`src/rtl/nibble_serial_adder_ctrl.sv`:
```
// nibble_serial_adder_ctrl: WORDS x 4-bit adder built from one time-shared
// fulladder4. Operands arrive over a valid/ready request channel and are added
// one nibble per clock, least significant nibble first, with the carry held in
// a register between nibbles. The result leaves over a valid/ready response
// channel.
// Optional feature: define ADDER_SUB_EN to add the sub_i port. With sub_i=1
// the block computes A-B as A+~B+1, and carry_o=0 then signals a borrow.

module fulladder4 (
    input  logic [3:0] a_i,
    input  logic [3:0] b_i,
    input  logic       carry_i,
    output logic [3:0] sum_o,
    output logic       carry_o
);

    // This is the only adder in the sequencer datapath; every nibble passes through it.
    assign {carry_o, sum_o} = {1'b0, a_i} + {1'b0, b_i} + {4'b0000, carry_i};

endmodule

module nibble_serial_adder_ctrl #(
    parameter int WORDS = 4
) (
    input  logic                 clk_i,
    input  logic                 rst_ni,
    input  logic                 req_valid_i,
    output logic                 req_ready_o,
    input  logic [4*WORDS-1:0]   a_i,
    input  logic [4*WORDS-1:0]   b_i,
    input  logic                 carry_i,
`ifdef ADDER_SUB_EN
    input  logic                 sub_i,
`endif
    output logic                 rsp_valid_o,
    input  logic                 rsp_ready_i,
    output logic [4*WORDS-1:0]   sum_o,
    output logic                 carry_o,
    output logic                 busy_o
);

    localparam int W     = 4 * WORDS;
    localparam int IDX_W = (WORDS > 1) ? $clog2(WORDS) : 1;

    localparam logic [IDX_W-1:0] LAST_IDX = IDX_W'(WORDS - 1);
    localparam logic [IDX_W-1:0] IDX_ONE  = IDX_W'(1);
    localparam logic [IDX_W-1:0] IDX_ZERO = IDX_W'(0);

    typedef enum logic [1:0] {
        ST_IDLE = 2'b00,
        ST_RUN  = 2'b01,
        ST_DONE = 2'b10
    } state_e;

    state_e           state_q;
    logic [W-1:0]     a_q;
    logic [W-1:0]     b_q;
    logic [W-1:0]     res_q;
    logic             carry_q;
    logic [IDX_W-1:0] idx_q;
    logic             req_ready_q;
    logic             rsp_valid_q;

    logic [W-1:0]     b_load_d;
    logic             cin_load_d;
    logic [3:0]       a_nib_s;
    logic [3:0]       b_nib_s;
    logic [3:0]       fa_sum_s;
    logic             fa_carry_s;

    // Operand B and carry-in as they are captured at request acceptance.
    always_comb begin
        b_load_d   = b_i;
        cin_load_d = carry_i;
`ifdef ADDER_SUB_EN
        if (sub_i) begin
            b_load_d   = ~b_i;
            cin_load_d = 1'b1;
        end else begin
            b_load_d   = b_i;
            cin_load_d = carry_i;
        end
`endif
    end

    // Select the nibble pair addressed by the current index.
    always_comb begin
        a_nib_s = a_q[{idx_q, 2'b00} +: 4];
        b_nib_s = b_q[{idx_q, 2'b00} +: 4];
    end

    fulladder4 u_fa (
        .a_i     (a_nib_s),
        .b_i     (b_nib_s),
        .carry_i (carry_q),
        .sum_o   (fa_sum_s),
        .carry_o (fa_carry_s)
    );

    // Sequencer: accept operands, ripple one nibble per cycle, then hold the result until taken.
    always_ff @(posedge clk_i or negedge rst_ni) begin
        if (!rst_ni) begin
            state_q     <= ST_IDLE;
            a_q         <= '0;
            b_q         <= '0;
            res_q       <= '0;
            carry_q     <= 1'b0;
            idx_q       <= IDX_ZERO;
            req_ready_q <= 1'b1;
            rsp_valid_q <= 1'b0;
        end else begin
            case (state_q)
                ST_IDLE: begin
                    if (req_valid_i && req_ready_q) begin
                        a_q         <= a_i;
                        b_q         <= b_load_d;
                        carry_q     <= cin_load_d;
                        idx_q       <= IDX_ZERO;
                        req_ready_q <= 1'b0;
                        state_q     <= ST_RUN;
                    end else begin
                        req_ready_q <= 1'b1;
                        state_q     <= ST_IDLE;
                    end
                end
                ST_RUN: begin
                    res_q[{idx_q, 2'b00} +: 4] <= fa_sum_s;
                    carry_q                    <= fa_carry_s;
                    if (idx_q == LAST_IDX) begin
                        // Index parks at zero so it never counts past the last nibble.
                        idx_q       <= IDX_ZERO;
                        rsp_valid_q <= 1'b1;
                        state_q     <= ST_DONE;
                    end else begin
                        idx_q       <= idx_q + IDX_ONE;
                        state_q     <= ST_RUN;
                    end
                end
                ST_DONE: begin
                    if (rsp_ready_i) begin
                        // The handshake edge only returns to IDLE; a new request waits one cycle.
                        rsp_valid_q <= 1'b0;
                        req_ready_q <= 1'b1;
                        state_q     <= ST_IDLE;
                    end else begin
                        rsp_valid_q <= 1'b1;
                        state_q     <= ST_DONE;
                    end
                end
                default: begin
                    state_q     <= ST_IDLE;
                    idx_q       <= IDX_ZERO;
                    req_ready_q <= 1'b1;
                    rsp_valid_q <= 1'b0;
                end
            endcase
        end
    end

    assign req_ready_o = req_ready_q;
    assign rsp_valid_o = rsp_valid_q;
    assign sum_o       = res_q;
    assign carry_o     = carry_q;
    assign busy_o      = (state_q != ST_IDLE);

endmodule

```
`config.mk`:
```
export PLATFORM = sky130hd
export DESIGN_NAME = nibble_serial_adder_ctrl
export DESIGN_NICKNAME = d
export VERILOG_FILES = /design/src/rtl/nibble_serial_adder_ctrl.sv
export SDC_FILE = /design/constraint.sdc
export NUM_CORES = 1
export LEC_CHECK = 0
export ABC_AREA = 1
export ABC_CLOCK_PERIOD_IN_PS = 7050
export CAP_MARGIN = 20
export CORE_UTILIZATION = 55
export DETAILED_ROUTE_END_ITERATION = 10
export PLACE_DENSITY = 0.86
export SYNTH_ARGS = -nofsm -noshare
export SYNTH_HDL_FRONTEND = slang
export SYNTH_HIERARCHICAL = 1
export SYNTH_SLANG_ARGS = --single-unit
export TNS_END_PERCENT = 10
```
`constraint.sdc`:
```
create_clock -name clk_i -period 7.05 [get_ports clk_i]
set_input_delay 1.41 -clock clk_i [delete_from_list [all_inputs] [get_ports clk_i]]
set_output_delay 1.41 -clock clk_i [all_outputs]
set_load 0.02 [all_outputs]
```
==> metrics.csv <==
metric,value,unit
Rows,25,
largest net degree at the start of global routing,56,
PortBufs,56,
CTS max path bufs,2,
Seq cells post-synth,55,
post-route setup TNS,0,ns
"Cell Area, Synth",2790,um2
Met2 Wirelength,2500,um
post-CTS resize count,0,
initial antenna violation count,0,
"top cells by count, synth","nand2_1, dfrtp_1, inv_1, o21ai_0, o211ai_1",
"non-filler cells, final",470,
Placer Congestion,0.825,
postcts setup bufs,0,
worst vdd rail ir drop,0.305,mV
Area contributors post-synth,"dfrtp_1, nand2_1, ha_1, inv_1, o211ai_1",
synth-to-layout area growth,24.3,%
ratio of cells with drive above 1 in the final layout,0.0372,
Max-cap violations,0,
status,"complete, no violations",
Max Slew Vio Count,0,
HP Start,b_q[12],
Iteration-0 DRC Markers,101,
Hold Path Cell Cnt,2,
top-count cell post-synth,nand2_1,
Post-Route M1 WL,2810,um
Slew @ Worst Pin,0.668,ns
CTS tree,done,
DR pass1 iterations,5,
H-tree Lvls,2,
footprint of the multi-input gates,1200,um2
Clk pwr share,0.118,
CP arrival,1.77,ns
R2R depth,11,
number of flops mapped to enable cells by yosys,0,
pwr dens,450,nW/um2
CORE AREA,4790,um2
Clock Skews,0.00645,ns
nets,454,
Hold EP,b_q[12],
Hold Path Class,flop to flop,
uppermost routed layer,met4,
Fill cells,405,
RSZ-0062 raised after global routing,false,
Die Y,73.2,um
post-synth top area share,0.485,
CTS clock-pin slew for the worst setup and hold paths,0.09,ns
Setup CP Type,flop to primary output,
"Setup violations, final",0,
Worst slew margin,0.555,
drt drc,0,
via count,2320,
Yosys cell types,24,
Starting Density,0.582,
clk sinks,55,
ys flop type,dfrtp_1,
syn avg cell area,7.99,um2
Net Switching,0.697,mW
CTS buffer count,5,
Cells after DPL,462,
CTS root buf,clkbuf_8,
start of the worst register-to-register path,idx_q[1],
post-synth top area cell,dfrtp_1,
"Seq/Total Area, Yosys",0.494,
R2R Path End,sum_o[5],
Max Fclk,314,MHz
first-pass GRT wire length,9890,um
WL met3,286,um
Total Wirelength,5690,um
min cycle time layout,3.18,ns
GRT overflow,0,
CP Capture Type,primary output,
Post-DP HPWL,4110,um
crit path from,state_q[0],
die area,5360,um2
Pleak,1.80,nW
Yosys warning count,6,
Die X,73.2,um
Reg2Reg Setup Slack,4.24,ns
vias in the first global route,2195,
switching share of power,0.447,
I/O Pins,57,
ys async rst share,1.00,
total power draw,1.56,mW
gr usage total,0.244,
Hold Fails Final Rpt,0,
"critical path fanouts, max",4,
internal cell power,0.861,mW
Critical Path RT,5.64,ns
Synth Instances,349,
post-route ant nets,0,
Reg area,1380,um2
final core utilization,0.724,
Antenna diodes,0,
Worst-Skew Late Latency,0.30,ns
period utilization,0.451,
sequential share of power,0.340,
Worst Setup Start Kind,flop,
logic gate share of total power,0.542,
syn_nets,401,
routed vias/inst,4.94,
detailed-route wire length per cell,12.1,um
Hold Buf Count CTS,0,
worst max-delay path, cell delays in order (launching register included):
cell and delay [ns]:
dfrtp_1 0.41, inv_1 0.08, ha_1 0.25, inv_1 0.11, clkdlybuf4s50_1 0.61
state kept, by name, indices dropped and copies added (netlist names):
signal / flops
rsp_valid_o: 1
carry_o: 1
req_ready_o: 1
sum_o: 16
a_q: 16
state_q: 2
b_q: 16
idx_q: 2
kinds of logic after synthesis:
kind of cell	Yosys count	share of synthesized area
AOI/OAI and AO/OA	41	0.0880
and+or+nand+nor	189	0.267
xor gates and xnor gates	1	0.00314
buffers and inverters	48	0.0749
DFF	55	0.494
adders and majority gates	15	0.0727
layout by cell type (no fill, tap or decap):
cell and n:
inv_1 34, a21oi_1 5, nand2_1 165, nor3_2 1, o211ai_1 16, dfstp_2 1
buf_2 1, inv_2 1, nor2_1 7, fa_1 2, o21ai_0 20, clkinv_1 1
clkinv_2 1, clkbuf_1 1, nand3_2 1, and3_1 2, nand3_1 10, nor3_1 2
clkbuf_8 7, nand2_2 1, dfrtp_1 54, ha_1 13, buf_4 1, xnor2_1 1
clkdlybuf4s50_1 55
routing by layer:
metal | up-vias | global-route usage
li1 | 1196 | -
met1 | 1048 | 0.345
met2 | 67 | 0.382
met3 | 9 | 0.0483
met4 | 0 | 0.0675
met5 | - | 0
power groups by stage:
| stage | clock network (mW) | registers [mW] | logic (mW) |
|---|---|---|---|
| final | 0.184 | 0.530 | 0.845 |
| after global routing | 0.201 | 0.545 | 0.968 |
| after CTS | 0.188 | 0.530 | 0.843 |
| after detailed placement | 0 | 0.535 | 0.836 |
| after global placement | 0 | 0.530 | 0.803 |
| after floorplan | 0 | 0.554 | 0.575 |
worst max-delay path by stage:
stage          endpoint  slack (ns)  cells after the start
6_report         busy_o        3.87                      4
5_1_grt          busy_o        3.78                      4
4_1_cts          busy_o        3.85                      4
3_5_place_dp     a_q[2]        3.93                      4
3_3_place_gp     a_q[9]        4.04                      4
2_1_floorplan  sum_o[9]        4.73                     11
through the flow:
stage	hold WS, ns	setup slack (ns)	cell area, um2
floorplan	0.449	4.73	2790
CTS	0.490	3.85	3470
global route	0.511	3.78	3470
detailed placement	0.467	3.93	3370
global placement	0.464	4.04	3370
finish	0.486	3.87	3470
layout make-up:
| type | instances | area share |
|---|---|---|
| clock buffers | 8 | 0.0289 |
| inverters | 37 | 0.0404 |
| multi-input cells | 246 | 0.347 |
| flip-flops and latches | 55 | 0.397 |
| well taps | 67 | 0.0242 |
| repair buffers | 57 | 0.162 |
Note: power is estimated with default switching activity, not from simulation.
